==> src/rtl/serial_add_ctrl.sv <==
// Bit-serial adder controller: one full-adder cell, IDLE/RUN/DONE handshake.
// Optional signed-overflow output enabled by defining SERIAL_ADD_OVF_EN.
module serial_add_ctrl #(
  parameter int unsigned WIDTH = 8
) (
  input  logic             clk,
  input  logic             rst_n,
  input  logic             start_i,
  input  logic [WIDTH-1:0] a_i,
  input  logic [WIDTH-1:0] b_i,
  input  logic             cin_i,
  input  logic             ack_i,
  output logic             ready_o,
  output logic             busy_o,
  output logic             done_o,
  output logic [WIDTH-1:0] sum_o,
  output logic             cout_o
`ifdef SERIAL_ADD_OVF_EN
  ,
  output logic             ovf_o
`endif
);

  localparam int unsigned CNT_W = (WIDTH > 1) ? $clog2(WIDTH) : 1;
  localparam logic [CNT_W-1:0] LAST = CNT_W'(WIDTH - 1);

  typedef enum logic [1:0] {
    IDLE,
    RUN,
    DONE
  } state_t;

  state_t           state_q, state_d;
  logic [WIDTH-1:0] a_sr, b_sr, sum_sr, sum_nxt;
  logic [CNT_W-1:0] cnt_q;
  logic             carry_q;
  logic             s_bit, c_bit;
  logic             accept, last_bit;

  assign accept   = (state_q == IDLE) && start_i;
  assign last_bit = (state_q == RUN) && (cnt_q == LAST);

  always_ff @(posedge clk or negedge rst_n) begin
    if (!rst_n) state_q <= IDLE;
    else        state_q <= state_d;
  end

  always_comb begin
    state_d = state_q;
    unique case (state_q)
      IDLE:    if (start_i)         state_d = RUN;
      RUN:     if (cnt_q == LAST)   state_d = DONE;
      DONE:    if (ack_i)           state_d = IDLE;
      default:                      state_d = IDLE;
    endcase
  end

  always_comb begin
    ready_o = (state_q == IDLE);
    busy_o  = (state_q == RUN);
    done_o  = (state_q == DONE);
    sum_o   = sum_sr;
    cout_o  = carry_q;
  end

  // Single full-adder cell working on the operand LSBs.
  always_comb begin
    s_bit = a_sr[0] ^ b_sr[0] ^ carry_q;
    c_bit = (a_sr[0] & b_sr[0]) | (a_sr[0] & carry_q) | (b_sr[0] & carry_q);
  end

  // Sum bits enter at the MSB so the LSB lands at bit 0 after WIDTH shifts.
  always_comb begin
    sum_nxt            = sum_sr >> 1;
    sum_nxt[WIDTH-1]   = s_bit;
  end

  always_ff @(posedge clk or negedge rst_n) begin
    if (!rst_n) begin
      a_sr    <= '0;
      b_sr    <= '0;
      sum_sr  <= '0;
      carry_q <= 1'b0;
      cnt_q   <= '0;
    end else if (accept) begin
      a_sr    <= a_i;
      b_sr    <= b_i;
      sum_sr  <= '0;
      carry_q <= cin_i;
      cnt_q   <= '0;
    end else if (state_q == RUN) begin
      a_sr    <= a_sr >> 1;
      b_sr    <= b_sr >> 1;
      sum_sr  <= sum_nxt;
      carry_q <= c_bit;
      if (!last_bit) cnt_q <= cnt_q + CNT_W'(1);
    end
  end

`ifdef SERIAL_ADD_OVF_EN
  logic ovf_q;

  // Carry into the MSB is carry_q while the last bit is processed.
  always_ff @(posedge clk or negedge rst_n) begin
    if (!rst_n)        ovf_q <= 1'b0;
    else if (accept)   ovf_q <= 1'b0;
    else if (last_bit) ovf_q <= carry_q ^ c_bit;
  end

  always_comb ovf_o = ovf_q;
`endif

endmodule

==> config.mk <==
export PLATFORM = sky130hd
export DESIGN_NAME = serial_add_ctrl
export DESIGN_NICKNAME = d
export VERILOG_FILES = /design/src/rtl/serial_add_ctrl.sv
export SDC_FILE = /design/constraint.sdc
export NUM_CORES = 1
export LEC_CHECK = 0
export CORE_MARGIN = 1.5
export CORE_UTILIZATION = 54
export CTS_CLUSTER_SIZE = 40
export DETAILED_ROUTE_END_ITERATION = 10
export PLACE_DENSITY = 0.84
export SETUP_SLACK_MARGIN = 0.5
export SKIP_LAST_GASP = 1
export SLEW_MARGIN = 10
export SYNTH_ARGS = -nofsm -noshare
export SYNTH_HDL_FRONTEND = slang
export SYNTH_SLANG_ARGS = --single-unit
==> constraint.sdc <==
create_clock -name clk -period 2.4 [get_ports clk]
set_clock_uncertainty 0.05 [all_clocks]
set_input_delay 0.48 -clock clk [delete_from_list [all_inputs] [get_ports clk]]
set_output_delay 0.48 -clock clk [all_outputs]
set_load 0.01 [all_outputs]
==> results by group <==
Outcome
  • Status: finished clean

Drt
  • First DRT Iteration DRCs: 42
  • Routed vias/inst: roughly 5.9
  • WL met1: 1383 µm
  • Post-route ant nets: 0
  • WL met3: about 120 µm
  • Via count: ~1200
  • Total wire length: between 3000 and 4000 µm
  • Max layer used: met4
  • DRC violation count after routing: 0
  • DR WL met2: 1621 µm
  • Post-DR wirelength/cell: approximately 16 µm
  • DRT Pass-1 Iters: 4

Setup path
  • Cell at the slowest stage of the critical path: dfrtp_1
  • CP delay by family, top: buffers and inverters
  • Bufs and invs on worst path: 3
  • Origin of the critical flop-to-flop path: cnt_q[1]$_DFFE_PN0P_
  • CP max FO: 10
  • Critical Path AT: roughly 1.3 ns
  • CP peak stage delay: 0.41 ns
  • Crit path launch type: register
  • CP endpoint kind: primary output
  • Critical-path cell list: buf_4 -> nand2b_4 -> inv_4 -> dlygate4sd2_1
  • R2R depth: 5
  • R2r setup slk: between 0.8 and 0.9 ns
  • CP Class: reg2out
  • R2R Path End: cnt_q[0]$_DFFE_PN0P_
  • CP required: approximately 1.9 ns

Clock tree
  • TritonCTS sink count: 30
  • TritonCTS clock tree: yes
  • H-tree level count: 2
  • Num CTS Buffers: 5
  • CTS Buffer Depth: 2
  • Clock latency on the worst-skew pair: between 0.3 and 0.4 ns
  • Root Driver: clkbuf_4
  • Worst-path clk slew: roughly 0.10 ns

Global routing
  • Overall routing resource usage: 22.48%
  • First-pass GRT wire length: 5506 µm
  • GRT Residual Overflow: 0
  • Antenna violations before repair: 0
  • Number of global-route vias before repair: 1211
  • Pin count of the biggest net entering global routing: 34

Yosys
  • #FFs+latches synth: 30
  • Mux contribution to synthesized area: less than 1%
  • Register area share after synthesis: 48.74%
  • Xor and xnor area share after synthesis: 0%
  • Synth warnings: 0
  • Top_reg_cell synth: dfrtp_1
  • Post-synthesis cell area: 0.001540 mm²
  • Synth top cells by count: dfrtp_1, nor3_1, a22o_1
  • Post-Synth Adder-Cell Area: under 10%
  • Number of synthesized flops with an enable pin: 0
  • Area contributors post-synth: dfrtp_1, a22o_1, nor3_2
  • Synthesized area per cell: approximately 11 µm²
  • Post-synth top area cell: dfrtp_1
  • Asr flop ratio synth: 100.0%
  • Cells after Synth: about 140
  • Simple-Gate Fraction of Synth Area: between 20% and 30%
  • Largest family of logic cells by synthesized area: simple AND/OR/NAND/NOR gates
  • Yosys top cell area share: between 40% and 50%
  • Syn Nets: between 150 and 200
  • Synth Area in Compound Gates: 13.73%
  • Most frequent cell after synthesis: dfrtp_1
  • Netlist cell types: 32

Die
  • Core area: 0.002734 mm²
  • Die Area: 0.003182 mm²
  • Die H: 56.41 µm
  • Die width: 56.41 µm
  • Ports: 33
  • Initial Util: 56.34%
  • Row Count: 19

Min path
  • Cell depth of the worst hold path: 1
  • Hold crit path type: reg2reg
  • Min-delay src: sum_o[0]$_DFFE_PN0P_
  • Min-Delay Endpoint: sum_o[0]$_DFFE_PN0P_

STA
  • Worst hold margin: around 0.46 ns
  • Final Hold Violating Endpoints: 0
  • Fmax: around 0.54 GHz
  • Crit path time final: between 1.5 and 2 ns
  • Setup-failing EPs final: 0
  • RSZ-0062 raised after global routing: yes
  • Slew headroom: about 69%
  • Fin crit share: slightly below 80%
  • Worst-Margin Slew: around 0.46 ns
  • Pins Over Slew Limit: 0
  • Setup tns final: 0 ns

Power
  • Leak: roughly 0.00085 µW
  • Worst VDD drop: about 0.86 mV
  • PD cells: about 1200 mW/mm²

Run
  • Max-cap violations: 0

Cells and area
  • Proportion of layout cells with a drive suffix above 1: 25.88%
  • Fin util: between 70% and 80%
  • Diode count: 0
  • Synth-to-Final Area Change: 26.08%
  • Final net count: approximately 190

Placement
  • GP Congestion: approximately 0.77
  • Port Buffer Count: 32
  • Dpl hpwl: ~2200 µm
## final cells by class
type | count | area (µm²)
clock buffer | 5 | 37.54
clock inverter | 3 | 40.04
fill | 208 | 792.0
inverter | 5 | 21.27
multi-input combinational | 89 | 699.4
sequential | 30 | 750.7
tap | 31 | 38.79
timing repair buffer | 38 | 354.1
## routing by layer
layer	vias up	global-route usage, %
li1	559	-
met4	0	10.54
met5	-	0
met1	587	27.81
met2	35	37.14
met3	12	5.300
## worst max-delay path by stage
stage / from / cells past startpoint / slack (ns) / to
3_3_place_gp: start_i / 4 / 0.47 / b_sr[6]$_DFFE_PN0P_
4_1_cts: state_q[1]$_DFFE_PN0P_ / 3 / 0.43 / busy_o
6_report: state_q[0]$_DFFE_PN0P_ / 4 / 0.53 / busy_o
5_1_grt: state_q[1]$_DFFE_PN0P_ / 3 / 0.46 / busy_o
3_5_place_dp: start_i / 4 / 0.40 / b_sr[6]$_DFFE_PN0P_
2_1_floorplan: cnt_q[0]$_DFFE_PN0P_ / 4 / 1.01 / cnt_q[0]$_DFFE_PN0P_
## cell families (layout without fill, tap and decap cells)
group | Yosys count | in the layout
DFF | 30 | 30
AOI/OAI and AO/OA | 23 | 23
muxes | 1 | 1
adders and majority gates | 3 | 3
and+or+nand+nor | 62 | 62
buffers and inverters | 16 | 51
## worst register-to-register path: stages, from the launching register on
cell	delay (ns)
dfrtp_1	0.41
ha_1	0.17
ha_1	0.25
nor2_1	0.10
mux2_2	0.27
a22o_1	0.18
## what timing repair did
action,CTS,global route
endpoints found under the setup margin,3,3
hold buffers,0,0
setup buffers,1,1
gates resized for setup,6,5
## stage by stage
| stage | setup WS [ns] | instances | total power [µW] | instance area [µm²] |
|---|---|---|---|---|
| 4_1_cts | 0.4285 | 200 | 2386 | 1936 |
| 2_1_floorplan | 1.006 | 135 | 1642 | 1540 |
| 5_1_grt | 0.4552 | 201 | 2540 | 1942 |
| 3_3_place_gp | 0.4700 | 191 | 1902 | 1848 |
| 3_5_place_dp | 0.4004 | 191 | 1974 | 1848 |
| 6_report | 0.5321 | 201 | 2387 | 1942 |
## registers in the layout, indices dropped and copies added (netlist names)
register / cells
cout_o: 1
sum_o: 8
cnt_q: 3
a_sr: 8
b_sr: 8
state_q: 2
## power breakdown
part | switching, µW | internal, µW | leakage (µW)
Sequential | 169 | 734 | 0.000366
Clock | 188 | 216 | 0.0000450
Combinational | 517 | 563 | 0.000435
## placed cells by master (no fill, tap or decap), types with 2 or more instances in the layout
| master | count |
|---|---|
| dfrtp_1 | 30 |
| clkdlybuf4s50_1 | 29 |
| nor3_1 | 17 |
| a22o_1 | 13 |
| nor3b_1 | 12 |
| nor2_2 | 11 |
| nor3_2 | 10 |
| buf_4 | 6 |
| clkbuf_4 | 5 |
| inv_1 | 4 |
| nor2_1 | 3 |
| nand2b_4 | 2 |
| a32o_1 | 2 |
| nor2b_1 | 2 |
| o32ai_1 | 2 |
| nor4b_1 | 2 |
| ha_1 | 2 |
| clkinv_2 | 2 |
| clkbuf_2 | 2 |
(Power assumes the default switching activity.)
